==> config.mk <==
export PLATFORM = sky130hd
export DESIGN_NAME = mult_block_buffer
export DESIGN_NICKNAME = d
export VERILOG_FILES = /design/src/rtl/mult_block_buffer.sv
export SDC_FILE = /design/constraint.sdc
export NUM_CORES = 1
export LEC_CHECK = 0
export CELL_PAD_IN_SITES_DETAIL_PLACEMENT = 1
export CELL_PAD_IN_SITES_GLOBAL_PLACEMENT = 1
export CORE_MARGIN = 2
export CORE_UTILIZATION = 45
export CTS_CLUSTER_SIZE = 8
export DETAILED_ROUTE_END_ITERATION = 8
export PLACE_DENSITY = 0.81
export SYNTH_ARGS = -nofsm -noshare
export SYNTH_HDL_FRONTEND = slang
export SYNTH_SLANG_ARGS = --single-unit
==> constraint.sdc <==
create_clock -name clk -period 9.22 [get_ports clk]
set_input_delay 2.766 -clock clk [delete_from_list [all_inputs] [get_ports clk]]
set_output_delay 2.766 -clock clk [all_outputs]
set_load 0.01 [all_outputs]
==> src/rtl/mult_block_buffer.sv <==
// Multiply-and-store block: 3-stage signed/unsigned multiplier that fills an external
// 2^LOGDEPTH-entry memory in order, then streams the stored block back on request.
module mult_block_buffer #(
    parameter int LOGDEPTH  = 6,
    parameter int IN_WIDTH  = 16,
    parameter int OUT_WIDTH = 2*IN_WIDTH,
    parameter int MEM_LAT   = 1
) (
    input  logic                  clk,
    input  logic                  rst,
    input  logic                  EN_mult,
    input  logic                  mult_signed,
    input  logic [IN_WIDTH-1:0]   mult_input0,
    input  logic [IN_WIDTH-1:0]   mult_input1,
    output logic                  RDY_mult,
    output logic                  EN_writeMem,
    output logic [LOGDEPTH-1:0]   writeMem_addr,
    output logic [OUT_WIDTH-1:0]  writeMem_val,
    input  logic                  EN_blockRead,
    output logic                  RDY_blockRead,
    output logic                  EN_readMem,
    output logic [LOGDEPTH-1:0]   readMem_addr,
    input  logic [OUT_WIDTH-1:0]  readMem_val,
    output logic                  VALID_memVal,
    output logic [OUT_WIDTH-1:0]  memVal_data,
    output logic [LOGDEPTH:0]     fill_count
);

    localparam int STAGES = 2;
    localparam int PW     = 2*IN_WIDTH;
    localparam int CW     = LOGDEPTH + 1;
    localparam logic [CW-1:0] DEPTH_C = CW'(1 << LOGDEPTH);
    localparam logic [CW-1:0] ONE_C   = CW'(1);

    typedef enum logic [1:0] {IDLE, FILL, FULL, DRAIN} state_t;

    typedef struct packed {
        logic                sgn;
        logic [IN_WIDTH-1:0] a;
        logic [IN_WIDTH-1:0] b;
    } opnd_t;

    state_t               state, state_nxt;
    logic [STAGES:0]      vld_pipe;
    opnd_t                s1;
    logic [OUT_WIDTH-1:0] s2_prod, s3_val;
    logic [CW-1:0]        issued, wr_cnt, rd_idx, drain_n, val_cnt;
    logic [MEM_LAT-1:0]   rd_tag;

    logic                 pipe_empty, rdy_br, br_acc, rdy_mult, accept;
    logic                 wr_en, rd_en, mem_vld, drain_last;
    logic [PW-1:0]        a_ext, b_ext, prod;
    logic [OUT_WIDTH-1:0] prod_ext;

    // Handshakes; every control output is forced low while rst is high.
    always_comb begin
        pipe_empty = ~|vld_pipe;
        rdy_br     = ~rst & ((state == FULL) |
                             ((state == FILL) & pipe_empty & (wr_cnt != '0)));
        br_acc     = EN_blockRead & rdy_br;
        rdy_mult   = ~rst & ((state == IDLE) | (state == FILL)) &
                     (issued < DEPTH_C) & ~br_acc;
        accept     = EN_mult & rdy_mult;
        wr_en      = ~rst & vld_pipe[STAGES];
        rd_en      = ~rst & (state == DRAIN) & (rd_idx < drain_n);
        mem_vld    = ~rst & rd_tag[MEM_LAT-1];
        drain_last = mem_vld & (val_cnt == drain_n - ONE_C);
    end

    // A single 2W x 2W multiplier covers both modes: the low 2W bits of the
    // product of the sign- or zero-extended operands are the exact result.
    always_comb begin
        a_ext    = {{IN_WIDTH{s1.sgn & s1.a[IN_WIDTH-1]}}, s1.a};
        b_ext    = {{IN_WIDTH{s1.sgn & s1.b[IN_WIDTH-1]}}, s1.b};
        prod     = a_ext * b_ext;
        prod_ext = s1.sgn ? OUT_WIDTH'($signed(prod)) : OUT_WIDTH'(prod);
    end

    always_comb begin
        state_nxt = state;
        case (state)
            IDLE:  if (accept) state_nxt = FILL;
            FILL: begin
                if (br_acc)
                    state_nxt = DRAIN;
                else if (wr_en && (wr_cnt == DEPTH_C - ONE_C))
                    state_nxt = FULL;
            end
            FULL:  if (br_acc) state_nxt = DRAIN;
            DRAIN: if (drain_last) state_nxt = IDLE;
            default: state_nxt = IDLE;
        endcase
    end

    always_ff @(posedge clk) begin
        if (rst) begin
            state    <= IDLE;
            vld_pipe <= '0;
            issued   <= '0;
            wr_cnt   <= '0;
            rd_idx   <= '0;
            drain_n  <= '0;
            val_cnt  <= '0;
            rd_tag   <= '0;
        end else begin
            state    <= state_nxt;
            vld_pipe <= {vld_pipe[STAGES-1:0], accept};
            if (accept)  issued  <= issued + ONE_C;
            if (wr_en)   wr_cnt  <= wr_cnt + ONE_C;
            if (rd_en)   rd_idx  <= rd_idx + ONE_C;
            if (mem_vld) val_cnt <= val_cnt + ONE_C;
            if (br_acc) begin
                drain_n <= wr_cnt;
                rd_idx  <= '0;
                val_cnt <= '0;
            end
            if (drain_last) begin
                issued  <= '0;
                wr_cnt  <= '0;
                rd_idx  <= '0;
                val_cnt <= '0;
                drain_n <= '0;
            end
            // Read tags model the memory latency so VALID lines up with readMem_val.
            rd_tag[0] <= rd_en;
            for (int i = 1; i < MEM_LAT; i++)
                rd_tag[i] <= rd_tag[i-1];
        end
    end

    // Datapath registers are qualified by vld_pipe and need no reset.
    always_ff @(posedge clk) begin
        if (accept) s1 <= '{sgn: mult_signed, a: mult_input0, b: mult_input1};
        s2_prod <= prod_ext;
        s3_val  <= s2_prod;
    end

    // Writes are in order, so the completed-write count is the next address.
    assign RDY_mult      = rdy_mult;
    assign RDY_blockRead = rdy_br;
    assign EN_writeMem   = wr_en;
    assign writeMem_addr = wr_en ? wr_cnt[LOGDEPTH-1:0] : '0;
    assign writeMem_val  = wr_en ? s3_val : '0;
    assign EN_readMem    = rd_en;
    assign readMem_addr  = rd_en ? rd_idx[LOGDEPTH-1:0] : '0;
    assign VALID_memVal  = mem_vld;
    assign memVal_data   = mem_vld ? readMem_val : '0;
    assign fill_count    = rst ? '0 : wr_cnt;

endmodule

Word-level counts from Yosys, hierarchy flattened
Cells that the tools add are included.
{"block": "classes", "n_addsub": 5, "n_mul": 1, "order_cmp": 2, "n_eq_ne": 9, "n_mux": 11, "n_bitwise": 19, "n_reduce_logical": 8}
{"operator": "$mux 32", "count": 2}
{"operator": "$mul 17x17->32", "count": 1}
{"operator": "$add 7x1->7 const B", "count": 4}
{"operator": "$and 1x1->1", "count": 15}
{"operator": "$mux 6", "count": 2}
{"operator": "$mux 2", "count": 5}
{"operator": "$pmux 2 s4", "count": 1}
{"operator": "$eq 7x6->1 const B", "count": 1}
{"operator": "$eq 7x7->1", "count": 1}
{"operator": "$lt 7x7->1", "count": 1}
{"operator": "$lt 7x7->1 const B", "count": 1}
{"operator": "$mux 7", "count": 1}
{"operator": "$reduce_bool 7->1", "count": 1}
{"operator": "$sub 7x1->7 const B", "count": 1}
{"operator": "$ne 2x2->1 const B", "count": 3}
{"operator": "$reduce_or 3->1", "count": 2}
{"operator": "$eq 2x2->1 const B", "count": 2}
{"operator": "$reduce_and 4->1", "count": 1}
{"operator": "$ne 3x2->1 const B", "count": 1}
{"operator": "$eq 2x1->1 const B", "count": 1}
{"operator": "$logic_not 2->1", "count": 1}
{"operator": "$not 1->1", "count": 2}
{"operator": "$or 1x1->1", "count": 2}
{"operator": "$reduce_or 2->1", "count": 1}
{"operator": "other kinds (2)", "count": 2}
{"block": "totals", "reg_bits": 138, "input_bits": 69, "output_inout_bits": 88, "wordCells": 68}

Depth between registers and ports, before layout
{"block": "depth", "depth_word": 12, "depth_mapped": 25, "mapped_depth_nobuf": 24}

Worst setup path before layout
Ideal clock, no wire load.
{"block": "synth_path", "path_type": "input port to output port", "start": "input port rst", "end": "output port readMem_addr[0]", "arrival_ns": 3.711, "required_ns": 6.454, "path_slack_ns": 2.743, "cell_stages": 4, "path_cell_list": "nor3_1 > a21boi_1 > buf_2 > and2_1"}
{"block": "synth_between", "elab_chain_cells": 4}
{"item": "start: declaration", "line": "10", "text": "input logic rst,"}
{"item": "$not 1->1", "line": "65", "text": "rd_en = ~rst & (state == DRAIN) & (rd_idx < drain_n);"}
{"item": "$and 1x1->1 (2 in a row)", "line": "65"}
{"item": "net EN_readMem", "line": "21", "text": "output logic EN_readMem,"}
{"item": "$mux 6", "line": "145", "text": "assign readMem_addr = rd_en ? rd_idx[LOGDEPTH-1:0] : '0;"}
{"item": "end: declaration", "line": "22", "text": "output logic [LOGDEPTH-1:0] readMem_addr,"}
The timed path passes the listed nets, and every way through them passes these cells.

Worst setup path in the final report
{"block": "layout_path", "start": "input port rst", "end": "output port readMem_addr[0]"}
{"block": "layout_between", "elab_chain_cells": 4}
{"item": "$not 1->1", "line": "65"}
{"item": "$and 1x1->1 (2 in a row)", "line": "65"}
{"item": "$mux 6", "line": "145"}
No other way between the ends.

==> qor.yml <==
io_pins: 157
die_y_um: 190
dieArea_um2: 36100
end_kind: "output port"
dpl_cell_area_um2: 17500
synth_top_area_share_pct: 36.2
syn2layout_area_growth_pct: 16.4
clkLatencyLatePin_ns: 0.44
yosysTopAreaCell: "fa_1"
ys_seq_area_share_pct: 19.8
grt_pass1_wl_mm: 67.9
setup-violations-final: 0
post_cts.repair.setup_buffers: 0
worst_slew_pin_slew_ns: 1.15
clkTransAtPathRegs_ns: 0.07
drv_slew: 0
multi_input_area_um2: 11000
start_util_pct: 45.5
hold_slack_ns: 0.321
fin_skew_ns: 0.00674
hold_class: "reg2reg"
status: "completed"
fin_crit_sh_pct: 87.1
core_area_um2: 34300
cts_root_buf: "clkbuf_16"
yosys-top-cells-area: "fa_1 (36%), dfxtp_1 (13%), inv_1 (8.3%), and2_1 (8.1%), ha_1 (7.9%)"
yosysMostFrequentCell: "inv_1"
ys.flop_type: "dfxtp_1"
synth-edff-count: 33
max_freq_mhz: 125
gp_congestion: 0.833
postRouteAntennaNets: 0
synthDistinctLibCells: 63
maxCapViolCount: 0
drtIter0Drc: 489
grt-ovfl-total: 0
syn-num-nets: 2074
ff_latch_area_um2: 3090
numCtsBuffers: 17
grt_pass1_vias: 13100
rows: 68
synth_common_cells: "inv_1 (344), fa_1 (282), and2_1 (202), nand2_1 (157), dfxtp_1 (105)"
drt_pass1_iterations: 5
fin_setup_tns_ns: 0
period_minus_slack_ns: 8.03
path_max_fanout: 18
cts.sinks: 138
drive_gt1_share_pct: 3.30
yosys_warnings: 0
syn_area_um2: 15600
cts_max_level: 4
async_reset_ff_share_pct: 0
cp-start-kind: "input pin"
crit_required_ns: 6.45
slew_headroom_pct: 22.9
rsz0062_at_grt: "no"
dp_hpwl_mm: 32.4
routed_wl_mm: 41.4
clock_path_buffers: 2
vias: 11300
ys_ff_latch: 138
cts_tree: "built"
drcViolationCount: 0
drt-vias-per-instance: 5.09
io_buffers: 156
crit_type: "in2out"
crit_arrival_ns: 5.26
n_fill_cell: 3839
holdBufCountCts: 0
wl_per_cell_um: 18.7
design_area_um2: 18100
antenna_found_initial: 0
nets: 2195
diodes: 0
avgSynthCellArea_um2: 9.59
synthCells: 1625
hold_viol: 0
cts-resized-gates: 0
grt_max_degree: 40
die_x_um: 190
groute.usage.overall_pct: 24.4
## cells in the final DEF (no fill, tap or decap), types with 4 or more instances in the layout
cell / n
nor2b_1: 11
a21o_1: 9
xnor2_1: 43
o21a_1: 13
a31oi_1: 4
a211oi_1: 4
nand4_1: 7
o21ai_1: 9
o211ai_1: 7
fa_1: 282
mux2i_1: 7
inv_1: 344
edfxtp_1: 33
buf_4: 5
and2_1: 202
or2_2: 6
nand2_1: 157
nor2_1: 74
ha_1: 98
clkbuf_16: 17
nor3_1: 7
clkdlybuf4s50_1: 156
nand3_1: 10
dfxtp_1: 105
o21ai_0: 12
a21oi_1: 34
xor2_1: 17
and3_1: 14
nand2b_1: 5
## metal layers
| layer | GRT usage [%] | part of all wire (%) | up-vias |
|---|---|---|---|
| li1 | - | - | 5116 |
| met1 | 29.4 | 41 | 5819 |
| met2 | 43.4 | 52 | 258 |
| met3 | 4.04 | 3.9 | 79 |
| met4 | 9.87 | 3.6 | 0 |
| met5 | 0 | 0 | - |
## worst paths after layout
| path | startpoint | end | slack, ns | cells past startpoint |
|---|---|---|---|---|
| worst max-delay path | rst | readMem_addr[0] | 1.19 | 6 |
| worst min-delay path | s2_prod[19]$_DFF_P_ | s3_val[19]$_DFF_P_ | 0.32 | 0 |
| worst max register to register | a_ext[15]$_DFFE_PP_ | s2_prod[28]$_DFF_P_ | 1.95 | 21 |
| worst min register to register | s2_prod[19]$_DFF_P_ | s3_val[19]$_DFF_P_ | 0.32 | 0 |
## layout make-up
class / count / share of cell area (%)
clock buffers: 17 / 2.34
clock inverters: 15 / 1.03
inverters: 346 / 7.16
multi-input cells: 1082 / 60.5
flip-flops and latches: 138 / 17.0
well taps: 455 / 3.14
repair buffers: 161 / 8.81
## registers in the layout (all words and copies together) (netlist names), 2 cells and up
| register | cells |
|---|---|
| s2_prod | 32 |
| s3_val | 32 |
| a_ext | 16 |
| b_ext | 16 |
| drain_n | 7 |
| issued | 7 |
| rd_idx | 7 |
| val_cnt | 7 |
| wr_cnt | 7 |
| vld_pipe | 3 |
| state | 2 |
## through the flow
| stage | worst slack (ns) | instances | util, % |
|---|---|---|---|
| floorplan | 2.74 | 1625 | - |
| global placement | 1.25 | 2182 | 51.1 |
| detailed placement | 1.23 | 2182 | 51.1 |
| CTS | 1.22 | 2214 | 52.9 |
| global route | 0.957 | 2214 | 52.9 |
| finish | 1.19 | 2214 | 52.9 |
## critical path, stage by stage
cell and delay [ns]:
clkdlybuf4s50_1 0.40, buf_4 0.20, nor3_1 0.42, a21boi_1 0.71, and2_1 0.22, clkdlybuf4s50_1 0.53
## logic make-up after synthesis
kind of cell	synth area share (%)
mux	0.450
simple gates	17.4
fa+ha+maj	44.1
flops	19.8
xor+xnor	3.37
compound gates	5.07
buf+inv	9.80
Power is left out: the tool's default activity adds up to more than one toggle a clock period on the data nets, which glitch-free logic cannot reach.
